File: config.mk
export PLATFORM = sky130hd
export DESIGN_NAME = pipe_stage_reg
export DESIGN_NICKNAME = d
export VERILOG_FILES = /design/src/rtl/pipe_stage_reg_pkg.sv /design/src/rtl/pipe_stage_reg_sat.sv /design/src/rtl/pipe_stage_reg.sv
export SDC_FILE = /design/constraint.sdc
export NUM_CORES = 1
export LEC_CHECK = 0
export BUFFER_PORTS_ARGS = -buffer_cell sky130_fd_sc_hd__buf_2
export CAP_MARGIN = 0
export CELL_PAD_IN_SITES_DETAIL_PLACEMENT = 1
export CELL_PAD_IN_SITES_GLOBAL_PLACEMENT = 2
export CORE_MARGIN = 8
export CORE_UTILIZATION = 29
export DETAILED_ROUTE_END_ITERATION = 16
export PLACE_DENSITY_LB_ADDON = 0.1
export SYNTH_ARGS = -nofsm -noshare
export SYNTH_HDL_FRONTEND = slang
export SYNTH_SLANG_ARGS = --single-unit
export TNS_END_PERCENT = 100
File: constraint.sdc
create_clock -name clk -period 2.9 [get_ports clk]
set_input_delay 0.435 -clock clk [delete_from_list [all_inputs] [get_ports clk]]
set_output_delay 0.435 -clock clk [all_outputs]
set_load 0.005 [all_outputs]
File: src/rtl/pipe_stage_reg_pkg.sv
// Shared definitions for the generic inter-stage pipeline register.
// Holds the stall encodings, the NOP field constants and the payload field
// offsets for each stage boundary, so wrappers and the core agree on layout.
package pipe_stage_reg_pkg;

  // Stall vector encodings: one bit per stage, 1 = stage is stopped.
  localparam logic STOP    = 1'b1;
  localparam logic NO_STOP = 1'b0;
  localparam int   STALL_W_DEF = 6;

  // NOP field values used to build a bubble payload.
  localparam logic [7:0] EXE_NOP_OP   = 8'b0000_0000;
  localparam logic [2:0] EXE_RES_NOP  = 3'b000;
  localparam logic [4:0] NOP_REG_ADDR = 5'b00000;

  // IF/ID boundary layout (LSB first): inst[31:0], pc[63:32].
  localparam int IFID_INST_LSB = 0;
  localparam int IFID_PC_LSB   = 32;
  localparam int IFID_W        = 64;

  // ID/EX boundary layout (LSB first).
  localparam int IDEX_DS_LSB     = 0;    // delayslot, 1 bit
  localparam int IDEX_LINK_LSB   = 1;    // link address, 32 bits
  localparam int IDEX_WREG_LSB   = 33;   // write-enable, 1 bit
  localparam int IDEX_WD_LSB     = 34;   // destination register, 5 bits
  localparam int IDEX_REG2_LSB   = 39;   // operand 2, 32 bits
  localparam int IDEX_REG1_LSB   = 71;   // operand 1, 32 bits
  localparam int IDEX_ALUSEL_LSB = 103;  // alusel, 3 bits
  localparam int IDEX_ALUOP_LSB  = 106;  // aluop, 8 bits
  localparam int IDEX_W          = 114;

  // Bubble payload for the ID/EX boundary, assembled from the NOP fields.
  function automatic logic [IDEX_W-1:0] idex_nop();
    logic [IDEX_W-1:0] p;
    p = '0;
    p[IDEX_ALUOP_LSB  +: 8] = EXE_NOP_OP;
    p[IDEX_ALUSEL_LSB +: 3] = EXE_RES_NOP;
    p[IDEX_WD_LSB     +: 5] = NOP_REG_ADDR;
    return p;
  endfunction

endpackage

File: src/rtl/pipe_stage_reg_sat.sv
// Saturating up-counter with synchronous clear; clear beats increment.
// Latency: count visible one cycle after inc/clr. No backpressure.
// Ports: clk, rst (async active-low), inc, clr -> cnt (CNT_W bits, stops at all-ones).
module sat_counter #(
  parameter int CNT_W = 16
) (
  input  logic             clk,
  input  logic             rst,
  input  logic             inc,
  input  logic             clr,
  output logic [CNT_W-1:0] cnt
);

  logic [CNT_W-1:0] cnt_q;
  logic [CNT_W-1:0] cnt_d;

  always_comb begin
    cnt_d = cnt_q;
    if (clr) begin
      cnt_d = '0;
    end else if (inc && (cnt_q != {CNT_W{1'b1}})) begin
      cnt_d = cnt_q + 1'b1;
    end
  end

  always_ff @(posedge clk or negedge rst) begin
    if (!rst) begin
      cnt_q <= '0;
    end else begin
      cnt_q <= cnt_d;
    end
  end

  assign cnt = cnt_q;

endmodule

File: src/rtl/pipe_stage_reg.sv
// Generic inter-stage pipeline register with load/bubble/hold/flush control.
// Latency: 1 cycle up_* -> down_*. Backpressure via global stall vector: HOLD
// freezes the slot, BUBBLE inserts a NOP. Optional perf counters under the
// PIPE_STAGE_PERF_CNT_EN macro (bubble_cnt/flush_cnt read 0 when undefined).
// Ports: clk, rst (async active-low), stall, flush, up_payload/up_valid/next_ds_i in;
// down_payload/down_valid/ds_fb_o, stall_err, hold_run, bubble_cnt, flush_cnt out.
module pipe_stage_reg
  import pipe_stage_reg_pkg::*;
#(
  parameter int                   PAYLOAD_W   = IDEX_W,
  parameter logic [PAYLOAD_W-1:0] NOP_PAYLOAD = {PAYLOAD_W{1'b0}},
  parameter int                   STALL_W     = STALL_W_DEF,
  parameter int                   STAGE_IDX   = 2,   // must be 0..STALL_W-2
  parameter int                   CNT_W       = 16
) (
  input  logic                 clk,
  input  logic                 rst,
  input  logic [STALL_W-1:0]   stall,
  input  logic                 flush,
  input  logic [PAYLOAD_W-1:0] up_payload,
  input  logic                 up_valid,
  input  logic                 next_ds_i,
  output logic [PAYLOAD_W-1:0] down_payload,
  output logic                 down_valid,
  output logic                 ds_fb_o,
  output logic                 stall_err,
  output logic [CNT_W-1:0]     hold_run,
  output logic [CNT_W-1:0]     bubble_cnt,
  output logic [CNT_W-1:0]     flush_cnt
);

  // s: our upstream stage is stopped; d: the downstream stage is stopped.
  logic s;
  logic d;
  assign s = (stall[STAGE_IDX]   == STOP);
  assign d = (stall[STAGE_IDX+1] == STOP);

  // Only two bits of the stall vector matter for this instance.
  logic unused_stall;
  assign unused_stall = ^stall;

  logic [PAYLOAD_W-1:0] payload_q, payload_d;
  logic                 valid_q,   valid_d;
  logic                 ds_q,      ds_d;
  logic                 err_q,     err_d;

  // Stage events, already qualified by flush priority.
  logic ev_bubble;
  logic ev_hold;     // HOLD or the illegal s=0,d=1 pattern
  assign ev_bubble = !flush && s && !d;
  assign ev_hold   = !flush && d;

  always_comb begin
    payload_d = payload_q;
    valid_d   = valid_q;
    ds_d      = ds_q;
    err_d     = 1'b0;
    if (flush) begin
      payload_d = NOP_PAYLOAD;
      valid_d   = 1'b0;
      ds_d      = 1'b0;
    end else begin
      unique case ({s, d})
        2'b10: begin  // BUBBLE: drop the slot, keep delay-slot feedback
          payload_d = NOP_PAYLOAD;
          valid_d   = 1'b0;
        end
        2'b11: begin  // HOLD
        end
        2'b00: begin  // LOAD
          payload_d = up_payload;
          valid_d   = up_valid;
          ds_d      = next_ds_i;
        end
        default: begin  // downstream stopped while upstream runs: hold and flag
          err_d = 1'b1;
        end
      endcase
    end
  end

  always_ff @(posedge clk or negedge rst) begin
    if (!rst) begin
      payload_q <= NOP_PAYLOAD;
      valid_q   <= 1'b0;
      ds_q      <= 1'b0;
      err_q     <= 1'b0;
    end else begin
      payload_q <= payload_d;
      valid_q   <= valid_d;
      ds_q      <= ds_d;
      err_q     <= err_d;
    end
  end

  assign down_payload = payload_q;
  assign down_valid   = valid_q;
  assign ds_fb_o      = ds_q;
  assign stall_err    = err_q;

  // Run length of consecutive held cycles; any non-hold edge restarts it.
  sat_counter #(.CNT_W(CNT_W)) u_hold_run (
    .clk (clk),
    .rst (rst),
    .inc (ev_hold),
    .clr (!ev_hold),
    .cnt (hold_run)
  );

`ifdef PIPE_STAGE_PERF_CNT_EN
  sat_counter #(.CNT_W(CNT_W)) u_bubble_cnt (
    .clk (clk),
    .rst (rst),
    .inc (ev_bubble),
    .clr (1'b0),
    .cnt (bubble_cnt)
  );

  sat_counter #(.CNT_W(CNT_W)) u_flush_cnt (
    .clk (clk),
    .rst (rst),
    .inc (flush),
    .clr (1'b0),
    .cnt (flush_cnt)
  );
`else
  logic unused_bubble;
  assign unused_bubble = ev_bubble;
  assign bubble_cnt    = '0;
  assign flush_cnt     = '0;
`endif

endmodule
==> impl_metrics.ini <==
[placement]
hpwl_um = 12700
portBuffers = 253
place_congestion = 0.725
post_dp_cell_area_sq_um = 6620
dp_cells = 846

[die]
initial_core_util = 0.293
core_sq_um = 17800
io_pins = 290
dieArea_sq_um = 22600
die_w_um = 150
rows = 49
chipHeight_um = 150

[final_layout]
finalNetCount = 762
seq_area_sq_um = 3330
syn2layout_area_growth_pct = 39.2
stdcell_count = 878
drive_gt1_frac = 0.459
stdcell_area_sq_um = 7270
diodes = 0
fillers = 1980
multiInputGateArea_sq_um = 1650

[detailed_routing]
wirelength_um = 17500
drt-initial-drc-count = 124
num_vias = 4197
dr.pass1.iters = 4
avgRoutedWirePerCell_um = 20.0
drc = 0
viasPerCell = 4.78
ant_nets = 0

[outcome]
status = complete, no violations

[setup_path]
crit_buf_inv = 0
worstPathArrival_ps = 1970
crit_path_end_kind = flip-flop
cpMaxStageDelayCell = dfrtp_1
critPathTopFamily = simple AND/OR/NAND/NOR gates
max_stage_delay_ps = 430
cp_max_fo = 8
r2r-start = u_hold_run.cnt[0]
required_ps = 3210
worstSetupStartpointType = flip-flop
ff2ff_path_depth = 5
path_cells = ha_1 -> nand3_1 -> nor2_4 -> nand2_4 -> a311oi_2
critPathLaunch = u_hold_run.cnt[0]
critPathKind = flip-flop to flip-flop
r2r_end = u_hold_run.cnt[4]
rrSetupSlack_ps = 1240

[grt]
antenna_found_initial = 2
grt_start_max_net_pins = 86
grt-ovfl-total = 0
grt_pass1_vias = 4611
grt_pass1_wl_um = 27300
track_usage = 0.156

[synth]
syn_avg_cell_area_sq_um = 13.5
synth_top_area_frac = 0.637
synth_async_sr_flop_share = 1.00
syn_inst = 388
yosysWarnings = 0
synth-main-ff-cell = dfrtp_1
synth_commonest_cells = dfrtp_1 (133), a22o_1 (115), buf_4 (35)
syn_area_sq_um = 5220
synth_edf_count = 0
yosysTopAreaCell = dfrtp_1
yosysUniqueCellTypes = 37
ys_seq_elements = 133
synth_most_common_cell = dfrtp_1
ys_seq_area_frac = 0.637
synth_top_cells_by_area = dfrtp_1 (64%), a22o_1 (19%), buf_4 (5.0%)

[clock_tree]
postCtsSetupBuffers = 0
clockBufferDepth = 2
clock-sinks = 133
cts_made_buffers = 17
ctsResizeCount = 0
htreeDepth = 4
cts_tree = done
ctsHoldBuffers = 0
clkTransAtPathRegs_ps = 60
clock_latency_ps = 410
cts_root_buf = clkbuf_16

[sta]
finalSetupTns_ps = 0
timing.fmax_mhz = 602
finClkSkew_ps = 2.55
min_period_ps = 1660
timing.slew.headroom = 0.531
rsz0062_at_grt = no
setup_viol = 0
hold_viol = 0
slew_viol_final = 0
worst_pin_slew_ps = 704
fin_crit_sh = 0.573

[job]
cap_violations = 0

[pwr]
powerDensity_nw_per_um2 = 645
peakVddDrop_v = 0.000386
p_leak_nw = 4.03

[worst_hold_path]
holdCritPathClass = input pin to async pin
[kinds of logic after synthesis]
logic type,Yosys count,share of synthesized area
flops,133,0.637
buf+inv,61,0.0724
mux,3,0.00575
xor+xnor,5,0.00839
fa+ha+maj,1,0.00240
other cells,1,0.000718
simple gates,44,0.0506
compound gates,140,0.223
[placed cells by master (no fill, tap or decap), types with 2 or more instances in the layout]
master,count
nand2b_1,4
and4_1,3
nor2_1,2
clkinv_4,6
bufinv_16,5
clkbuf_16,17
conb_1,32
and3_1,2
o21ai_0,4
nor3_1,4
nand2_1,10
dfrtp_1,133
a21oi_1,12
nand4_1,2
nand3_1,8
a22o_1,115
xnor2_1,2
and2_1,2
buf_12,3
mux2i_1,3
buf_2,252
buf_4,3
xor2_1,3
inv_6,2
[sequential cells by signal (all words and copies together) (netlist names)]
| signal | count |
|---|---|
| ds_fb_o | 1 |
| stall_err | 1 |
| down_payload | 114 |
| u_hold_run.cnt | 16 |
| down_valid | 1 |
[stage by stage]
step	setup WS (ps)	util	power, mW	hold slack, ps
after floorplan	1470	-	2.13	139
after global placement	1270	0.371	2.33	482
after detailed placement	1220	0.371	2.34	485
after CTS	1250	0.408	4.77	67.2
after global routing	1070	0.408	4.90	87.7
final	1240	0.408	4.69	45.8
[routing by layer]
metal	part of all wire	wire length [um]	vias to the layer above	track usage
li1	-	-	1889	-
met1	0.39	6870	2117	0.184
met2	0.50	8720	165	0.249
met3	0.096	1690	22	0.0679
met4	0.014	250	4	0.0530
met5	0.0012	21	-	0
[layout make-up]
| cell class | instances | share of cell area |
|---|---|---|
| clock inverter | 14 | 0.0310 |
| clock buffer | 18 | 0.0590 |
| timing repair buffer | 259 | 0.186 |
| tap | 229 | 0.0394 |
| multi-input combinational | 225 | 0.226 |
| sequential | 133 | 0.458 |
[power by group]
part	internal, mW	total (mW)	switching (mW)	leakage [nW]
Combinational	0.155	0.341	0.186	1.89
Sequential	1.92	1.95	0.0343	1.82
Clock	1.54	2.40	0.859	0.319
[worst register-to-register path, stage by stage, from the launching register on]
cell	delay, ps
dfrtp_1	430
ha_1	240
nand3_1	200
nor2_4	270
nand2_4	140
a311oi_2	290
[how the worst max path moves through the flow]
| stage | to | cells after the start |
|---|---|---|
| global route | u_hold_run.cnt[3] | 5 |
| CTS | u_hold_run.cnt[4] | 5 |
| detailed placement | down_payload[6] | 4 |
| finish | u_hold_run.cnt[4] | 5 |
| global placement | down_valid | 4 |
| floorplan | u_hold_run.cnt[15] | 5 |
Note: power is estimated with default switching activity, not from simulation.
